[src/rtl/int_controller.sv]
`default_nettype none
// ============================================================================
// int_controller -- five-source interrupt controller with IF/IE registers,
// IME/EI-delay handling and an IDLE/DISPATCH/SERVICE dispatch handshake.
// Revision: 1.0
// ============================================================================
module int_controller #(
  parameter logic [4:0] IF_RESET = 5'h00,
  parameter logic [7:0] IE_RESET = 8'h00
) (
  input  logic       i_Clk,
  input  logic       i_Rst,
  input  logic       i_Enable,
  input  logic       i_Address,
  input  logic       i_Write,
  input  logic [7:0] i_Data,
  output logic [7:0] o_Data,
  input  logic [4:0] i_Request,
  input  logic       i_EI,
  input  logic       i_DI,
  input  logic       i_RETI,
  input  logic       i_Instr_Boundary,
  input  logic       i_Int_Ack,
  output logic       o_Int_Req,
  output logic [7:0] o_Vector,
  output logic       o_Wake
);

  typedef enum logic [1:0] {
    IDLE     = 2'd0,
    DISPATCH = 2'd1,
    SERVICE  = 2'd2
  } state_t;

  state_t      state;
  state_t      state_next;
  logic [4:0]  if_reg;
  logic [7:0]  ie_reg;
  logic        ime;
  logic        ei_armed;
  logic [7:0]  vec_latched;

  logic [4:0]  pending;
  logic        any_pending;
  logic [2:0]  win_idx;
  logic [4:0]  win_mask;
  logic [7:0]  live_vec;
  logic        write_if;
  logic        write_ie;
  logic        ack_fire;
  logic        ei_fire;
  logic [4:0]  if_next;

  assign pending     = if_reg & ie_reg[4:0];
  assign any_pending = |pending;
  assign o_Wake      = any_pending;
  assign write_if    = i_Enable & i_Write & i_Address;
  assign write_ie    = i_Enable & i_Write & ~i_Address;
  assign o_Data      = i_Address ? {3'b111, if_reg} : ie_reg;

  // Lowest index wins; the vector collapses to 8'h00 when nothing is pending.
  always_comb begin
    win_idx  = 3'd0;
    win_mask = 5'b00000;
    for (int k = 4; k >= 0; k--) begin
      if (pending[k]) begin
        win_idx  = 3'(k);
        win_mask = 5'b00001 << k;
      end
    end
  end

  assign live_vec = any_pending ? (8'h40 + {2'b00, win_idx, 3'b000}) : 8'h00;

  // DI in the ack cycle aborts the dispatch rather than completing it.
  assign ack_fire = (state == DISPATCH) & i_Int_Ack & ~i_DI;
  assign ei_fire  = ei_armed & i_Instr_Boundary;

  always_ff @(posedge i_Clk or posedge i_Rst) begin
    if (i_Rst) begin
      state <= IDLE;
    end else begin
      state <= state_next;
    end
  end

  always_comb begin
    state_next = state;
    o_Int_Req  = 1'b0;
    o_Vector   = 8'h00;
    case (state)
      IDLE: begin
        if (ime && any_pending && i_Instr_Boundary) begin
          state_next = DISPATCH;
        end
      end
      DISPATCH: begin
        o_Int_Req = 1'b1;
        o_Vector  = live_vec;
        if (i_DI) begin
          state_next = IDLE;
        end else if (i_Int_Ack) begin
          state_next = SERVICE;
        end
      end
      SERVICE: begin
        o_Vector = vec_latched;
        if (i_Instr_Boundary) begin
          state_next = IDLE;
        end
      end
      default: begin
        state_next = IDLE;
      end
    endcase
  end

  // Request pulses are OR-ed in last so they survive both a CPU write and an ack clear.
  always_comb begin
    if_next = write_if ? i_Data[4:0] : if_reg;
    if (ack_fire) begin
      if_next = if_next & ~win_mask;
    end
    if_next = if_next | i_Request;
  end

  always_ff @(posedge i_Clk or posedge i_Rst) begin
    if (i_Rst) begin
      if_reg      <= IF_RESET;
      ie_reg      <= IE_RESET;
      ime         <= 1'b0;
      ei_armed    <= 1'b0;
      vec_latched <= 8'h00;
    end else begin
      if_reg <= if_next;
      if (write_ie) begin
        ie_reg <= i_Data;
      end
      if (ack_fire) begin
        vec_latched <= live_vec;
      end

      if (i_DI || ack_fire) begin
        ime <= 1'b0;
      end else if (i_RETI || ei_fire) begin
        ime <= 1'b1;
      end

      if (i_DI || ack_fire) begin
        ei_armed <= 1'b0;
      end else if (i_EI) begin
        ei_armed <= 1'b1;
      end else if (ei_fire) begin
        ei_armed <= 1'b0;
      end
    end
  end

endmodule
`default_nettype wire
[config.mk]
export PLATFORM = sky130hd
export DESIGN_NAME = int_controller
export DESIGN_NICKNAME = d
export VERILOG_FILES = /design/src/rtl/int_controller.sv
export SDC_FILE = /design/constraint.sdc
export NUM_CORES = 1
export LEC_CHECK = 0
export CORE_MARGIN = 5
export CORE_UTILIZATION = 45
export CTS_CLUSTER_SIZE = 12
export DETAILED_ROUTE_END_ITERATION = 8
export HOLD_SLACK_MARGIN = 0.05
export MAX_ROUTING_LAYER = met4
export PLACE_DENSITY = 0.79
export SLEW_MARGIN = 20
export SYNTH_ARGS = -nofsm -noshare
export SYNTH_HDL_FRONTEND = slang
export SYNTH_SLANG_ARGS = --single-unit
[constraint.sdc]
create_clock -name i_Clk -period 1.75 [get_ports i_Clk]
set_input_delay 0.2625 -clock i_Clk [delete_from_list [all_inputs] [get_ports i_Clk]]
set_output_delay 0.2625 -clock i_Clk [all_outputs]
set_load 0.03 [all_outputs]
==> Yosys cells after proc, flatten, opt, wreduce, memory -nomap -nowiden <==
Cells that the tools add are included.
{ "op_classes": {"n_addsub": 1, "n_eq_ne": 5, "mux": 26, "n_bitwise": 12, "n_reduce_logical": 9} }
{ "op_table": {"columns": ["cell", "count"], "rows": [
  ["two-way mux 5 bit", 7],
  ["two-way mux 8 bit", 2],
  ["case mux 8 bit (2 select lines)", 1],
  ["two-way mux 3 bit", 5],
  ["AND 5 bit", 2],
  ["adder 7 x 6 -> 8 bit, first input constant", 1],
  ["two-way mux 2 bit", 4],
  ["AND 1 bit", 6],
  ["two-way mux 1 bit", 6],
  ["case mux 2 bit (3 select lines)", 1],
  ["inverter 5 bit", 1],
  ["OR 5 bit", 1],
  ["OR reduction 5 bit", 1],
  ["inequality test 2 bit, second input constant", 2],
  ["inequality test 3 bit, second input constant", 1],
  ["AND reduction 3 bit", 1],
  ["nonzero test 3 bit", 1],
  ["equality test 2 x 1 -> 1 bit, second input constant", 1],
  ["equality test 2 bit, second input constant", 1],
  ["logical AND 1 bit", 2],
  ["logical NOT 2 bit", 1],
  ["logical OR 1 bit", 2],
  ["inverter 1 bit", 2],
  ["nonzero test 2 bit", 1]
]} }
{ "totals": {"regBits": 25, "out_inout_bits": 18, "elab_cells": 59} }

==> Longest topological paths before layout <==
{ "logic_depth": {"ltp_word": 10, "mapped_depth": 6} }

==> Worst setup path after synthesis <==
OpenSTA, ideal clock, no wires.
{ "synth_timing": {"path_kind": "reg2out", "from": "register state[1]", "to": "output port o_Vector[3]", "t_arrival_ns": 1.501, "required_ns": 1.487, "setup_slack_ns": -0.014, "stages_incl_launch_ff": 5, "path_cell_list": "dfrtp_1 > inv_1 > ha_1 > a32oi_1 > nor2b_1"} }
{ "synth_via": {"elab_chain_cells": 2} }
{ "synth_lines": {"columns": ["item", "line_no", "rtl"], "rows": [
  ["start: declaration", "35", "state_t state;"],
  ["start signal: assignment", "83", "state <= state_next;"],
  ["equality test 2 bit or equality test 2 x 1 -> 1 bit (tied branches)", "91", "case (state)"],
  ["case mux 8 bit (2 select lines) (*)", "91", null],
  ["end: declaration", "25", "output logic [7:0] o_Vector,"]
]} }
Mark *: on every way between the ends. The rest lies on a longest branch, timed or not.

==> Final worst setup path <==
{ "layout_timing": {"from": "register ie_reg[2]", "to": "output port o_Vector[5]"} }
{ "layout_via": {"elab_chain_cells": 7} }
{ "layout_lines": {"columns": ["item", "line_no", "rtl"], "rows": [
  ["start: declaration", "38", "logic [7:0] ie_reg;"],
  ["start signal: assignment", "137", "ie_reg <= i_Data;"],
  ["AND 5 bit (*)", "54", "assign pending = if_reg & ie_reg[4:0];"],
  ["two-way mux 3 bit (3 in series)", "66", "if (pending[k]) begin"],
  ["adder 7 x 6 -> 8 bit", "73", "assign live_vec = any_pending ? (8'h40 + {2'b00, win_idx, 3'b000}) : 8'h00;"],
  ["two-way mux 8 bit (*)", "73", null],
  ["case mux 8 bit (2 select lines) (*)", "91", null]
]} }
Marks and branches as above.

==> out/metrics.csv <==
stage,metric,value,unit
outcome,status,"complete, but fails checks",
outcome,failing checks,setup timing,
routing,Post-Route WL,2940,µm
synthesis,average size of a mapped cell,10.8,µm²
synthesis,"Seq/Total Area, Yosys",43.4,%
power,Combinational Power Share,51.9,%
routing,1st-iter DRT viols,35,
grt,vias in the first global route,1079,
timing,Final Cycle Share,111,%
cts,Clock Root Buffer,clkbuf_4,
grt,total track usage,15.8,%
synthesis,synthesized flop and latch total,21,
floorplan,Initial Util,48.0,%
grt,first-pass GRT wire length,4420,µm
cts,H-tree lvl count,1,
cts,CTS Buf Count,3,
critical_path,crit path DAT,1.68,ns
routing,WL/cell,14.1,µm
floorplan,DIE AREA,3830,µm²
cells_and_area,fin area,1850,µm²
critical_path,crit-path cells,"buf_6, a22o_1, nor3_2, a22oi_1, nor2b_1, buf_4",
floorplan,die width,61.9,µm
power,sw frac,36.7,%
timing,RSZ-0062 raised after global routing,true,
grt,largest net degree at the start of global routing,22,
routing,Residual DRC,0,
floorplan,Die Y,61.9,µm
flow_run,max_cap viols,0,
critical_path,Crit path max-delay family,flip-flops,
routing,vias post-DR,1063,
timing,final hold violations,0,
cts,CTS tree,built,
place,Post-DP Area,1740,µm²
cells_and_area,Post-layout nets,206,
cts,Clock Latency Late Sink,0.30,ns
timing,Fin Clk Skew,0.00383,ns
place,detailed placement HPWL,2210,µm
grt,global route overflow,0,
cts,Clock Pin Slew Worst Setup and Hold Paths,0.12,ns
critical_path,"critical path fanouts, max",4,
timing,Hold Slack,0.286,ns
cts,Sink Count,21,
place,port buffer count,36,
cells_and_area,# diodes,0,
floorplan,Rows,18,
critical_path,Critical Path End Type,output port,
min_path,Worst Hold Class,in2async,
timing,Finish-stage setup viols,5,
timing,"Slew Viols, Final",0,
critical_path,Crit path buffers/inverters,2,
grt,antenna violations before repair,0,
critical_path,Crit. path cell count,6,
timing,Final TNS setup,-0.738,ns
critical_path,crit-path max cell delay,0.42,ns
synthesis,Netlist Area Pre-Place,1210,µm²
power,Clock power frac,12.7,%
power,share of total power in sequential cells,35.4,%
cells_and_area,max FFs per register,8,
routing,DR vias/cell,5.09,
floorplan,core area,2520,µm²
cells_and_area,"Area growth, synth to finish",52.9,%
synthesis,Synthesis Warnings,0,
timing,Setup WS post-layout,-0.197,ns
critical_path,slowest library cell on the worst path,dfrtp_1,
cells_and_area,layout cells sized above 1,40.2,%
cells_and_area,filler instances,182,
power,worst vdd ir,0.749,mV
routing,post-route ant nets,0,
power,static leakage,0.000872,µW
synthesis,Synth Instances,112,
critical_path,nature of the critical path startpoint,register,
timing,Tmin final,1.95,ns
routing,Initial DRT Pass Iterations,4,
cts,hold buffers post-CTS,0,
critical_path,R2R cell count,7,
floorplan,Top Ports,41,
synthesis,post-synthesis cell type count,38,
place,GP Congestion,0.859,
cts,CTS max path bufs,2,
critical_path,Setup CP Type,reg2out,
power,Power Internal,1170,µW
timing,max frequency,514,MHz
power,Power Density,994,nW/µm²
critical_path,Required @ worst endpoint,1.49,ns
power,P_sw,675,µW
layer usage:
layer	vias to the layer above	share of wire [%]	GRT usage, %
li1	536	-	-
met1	492	44	19.3
met2	35	49	28.3
met3	0	6.5	1.86
met4	0	0	2.73
met5	-	0	-
cells in the mapped netlist:
| cell type | number | area (µm²) |
|---|---|---|
| a22oi_2 | 1 | 12.5 |
| dfrtp_1 | 21 | 526 |
| and3_1 | 1 | 6.26 |
| a22oi_1 | 3 | 22.5 |
| conb_1 | 1 | 3.75 |
| mux2i_1 | 4 | 40.0 |
| nand3_1 | 4 | 20.0 |
| a32oi_1 | 2 | 17.5 |
| or2_2 | 3 | 18.8 |
| o22ai_1 | 1 | 6.26 |
| buf_4 | 4 | 30.0 |
| a211oi_1 | 1 | 7.51 |
| and3_4 | 1 | 11.3 |
| o221ai_1 | 1 | 8.76 |
| nor3_2 | 1 | 10.0 |
| o22a_1 | 1 | 8.76 |
| buf_2 | 1 | 5.00 |
| nor2b_1 | 4 | 25.0 |
| ha_1 | 3 | 37.5 |
| a21o_1 | 2 | 15.0 |
| nor2_1 | 4 | 15.0 |
| nand3b_4 | 1 | 20.0 |
| inv_1 | 5 | 18.8 |
| o2bb2ai_1 | 1 | 8.76 |
| mux2_2 | 13 | 146 |
| and2_1 | 1 | 6.26 |
| a32o_1 | 1 | 10.0 |
| a31oi_1 | 1 | 6.26 |
| a21oi_1 | 1 | 5.00 |
| o21ai_0 | 2 | 10.0 |
| o21bai_1 | 4 | 30.0 |
| nand2_1 | 9 | 33.8 |
| o31ai_1 | 1 | 7.51 |
| a211oi_2 | 1 | 12.5 |
| nor3_1 | 1 | 5.00 |
| a22o_1 | 2 | 17.5 |
| and2b_1 | 1 | 7.51 |
| nand2b_1 | 3 | 18.8 |
area by class of cell:
| class | instances | area, µm² | area share [%] |
|---|---|---|---|
| clock buffer | 4 | 26.3 | 1.42 |
| inverter | 5 | 18.8 | 1.01 |
| multi-input combinational | 84 | 682 | 36.8 |
| sequential | 21 | 526 | 28.4 |
| tap | 30 | 37.5 | 2.03 |
| timing repair buffer | 65 | 562 | 30.3 |
placed cells by master (no fill, tap or decap), types with 2 or more instances in the layout:
master           count
a22o_1               2
o21bai_1             4
mux2_2              13
ha_1                 3
nand2b_1             3
a22oi_2              3
nor2_1               4
clkbuf_2             4
nor2b_1              2
or2_2                3
buf_6                7
clkdlybuf4s50_1     21
a32oi_2              2
nor2b_2              2
inv_1                4
o21ai_0              2
mux2i_1              4
nand3_1              4
dlygate4sd2_1        4
nand2_1              8
a21o_1               2
buf_4               27
clkbuf_4             3
conb_1               4
dfrtp_1             21
worst paths after layout:
path | from | to | slack (ns)
setup / recovery | ie_reg[2] | o_Vector[5] | -0.20
hold / removal | i_Rst | state[0] | 0.29
setup reg to reg | state[1] | if_reg[0] | 0.15
hold reg to reg | ie_reg[5] | ie_reg[5] | 0.51
max in group asynchronous | i_Rst | vec_latched[4] | 1.25
min in group i_Clk | ie_reg[5] | ie_reg[5] | 0.51
power groups by stage:
stage	Combinational, µW	Sequential [µW]	Clock [µW]
after CTS	910	650	239
after global placement	875	650	0
after global routing	1030	665	259
after detailed placement	894	655	0
after floorplan	531	654	0
final	955	652	233
worst min-delay path, stage by stage:
cell	delay (ns)
clkdlybuf4s50_1	0.40
inv_1	0.05
buf_4	0.27
through the flow:
stage | setup WS, ns | power (µW) | cells | util (%)
after floorplan | 0.0292 | 1180 | 115 | -
after global placement | -0.377 | 1520 | 197 | 69.0
final | -0.197 | 1840 | 209 | 73.4
after detailed placement | -0.398 | 1550 | 197 | 69.0
after CTS | -0.211 | 1800 | 203 | 71.1
after global routing | -0.280 | 1960 | 209 | 73.4
cell families (layout without fill, tap and decap cells):
group                      count (synthesis)  after routing  synth area share (%)
muxes                                     17             17                  15.4
DFF                                       21             21                  43.4
other                                      1              4                 0.310
and+or+nand+nor                           34             34                  16.3
AOI/OAI and AO/OA                         26             26                  17.0
buffers and inverters                     10             74                  4.44
adders and majority gates                  3              3                  3.10
timing repair:
item | in CTS | in global routing
resized for setup | 30 | 21
setup endpoints to repair | 14 | 11
pin swaps | 8 | 3
cloned | 0 | 0
buffers inserted | 2 | 6
No activity file was read; power rests on OpenSTA's default activity.
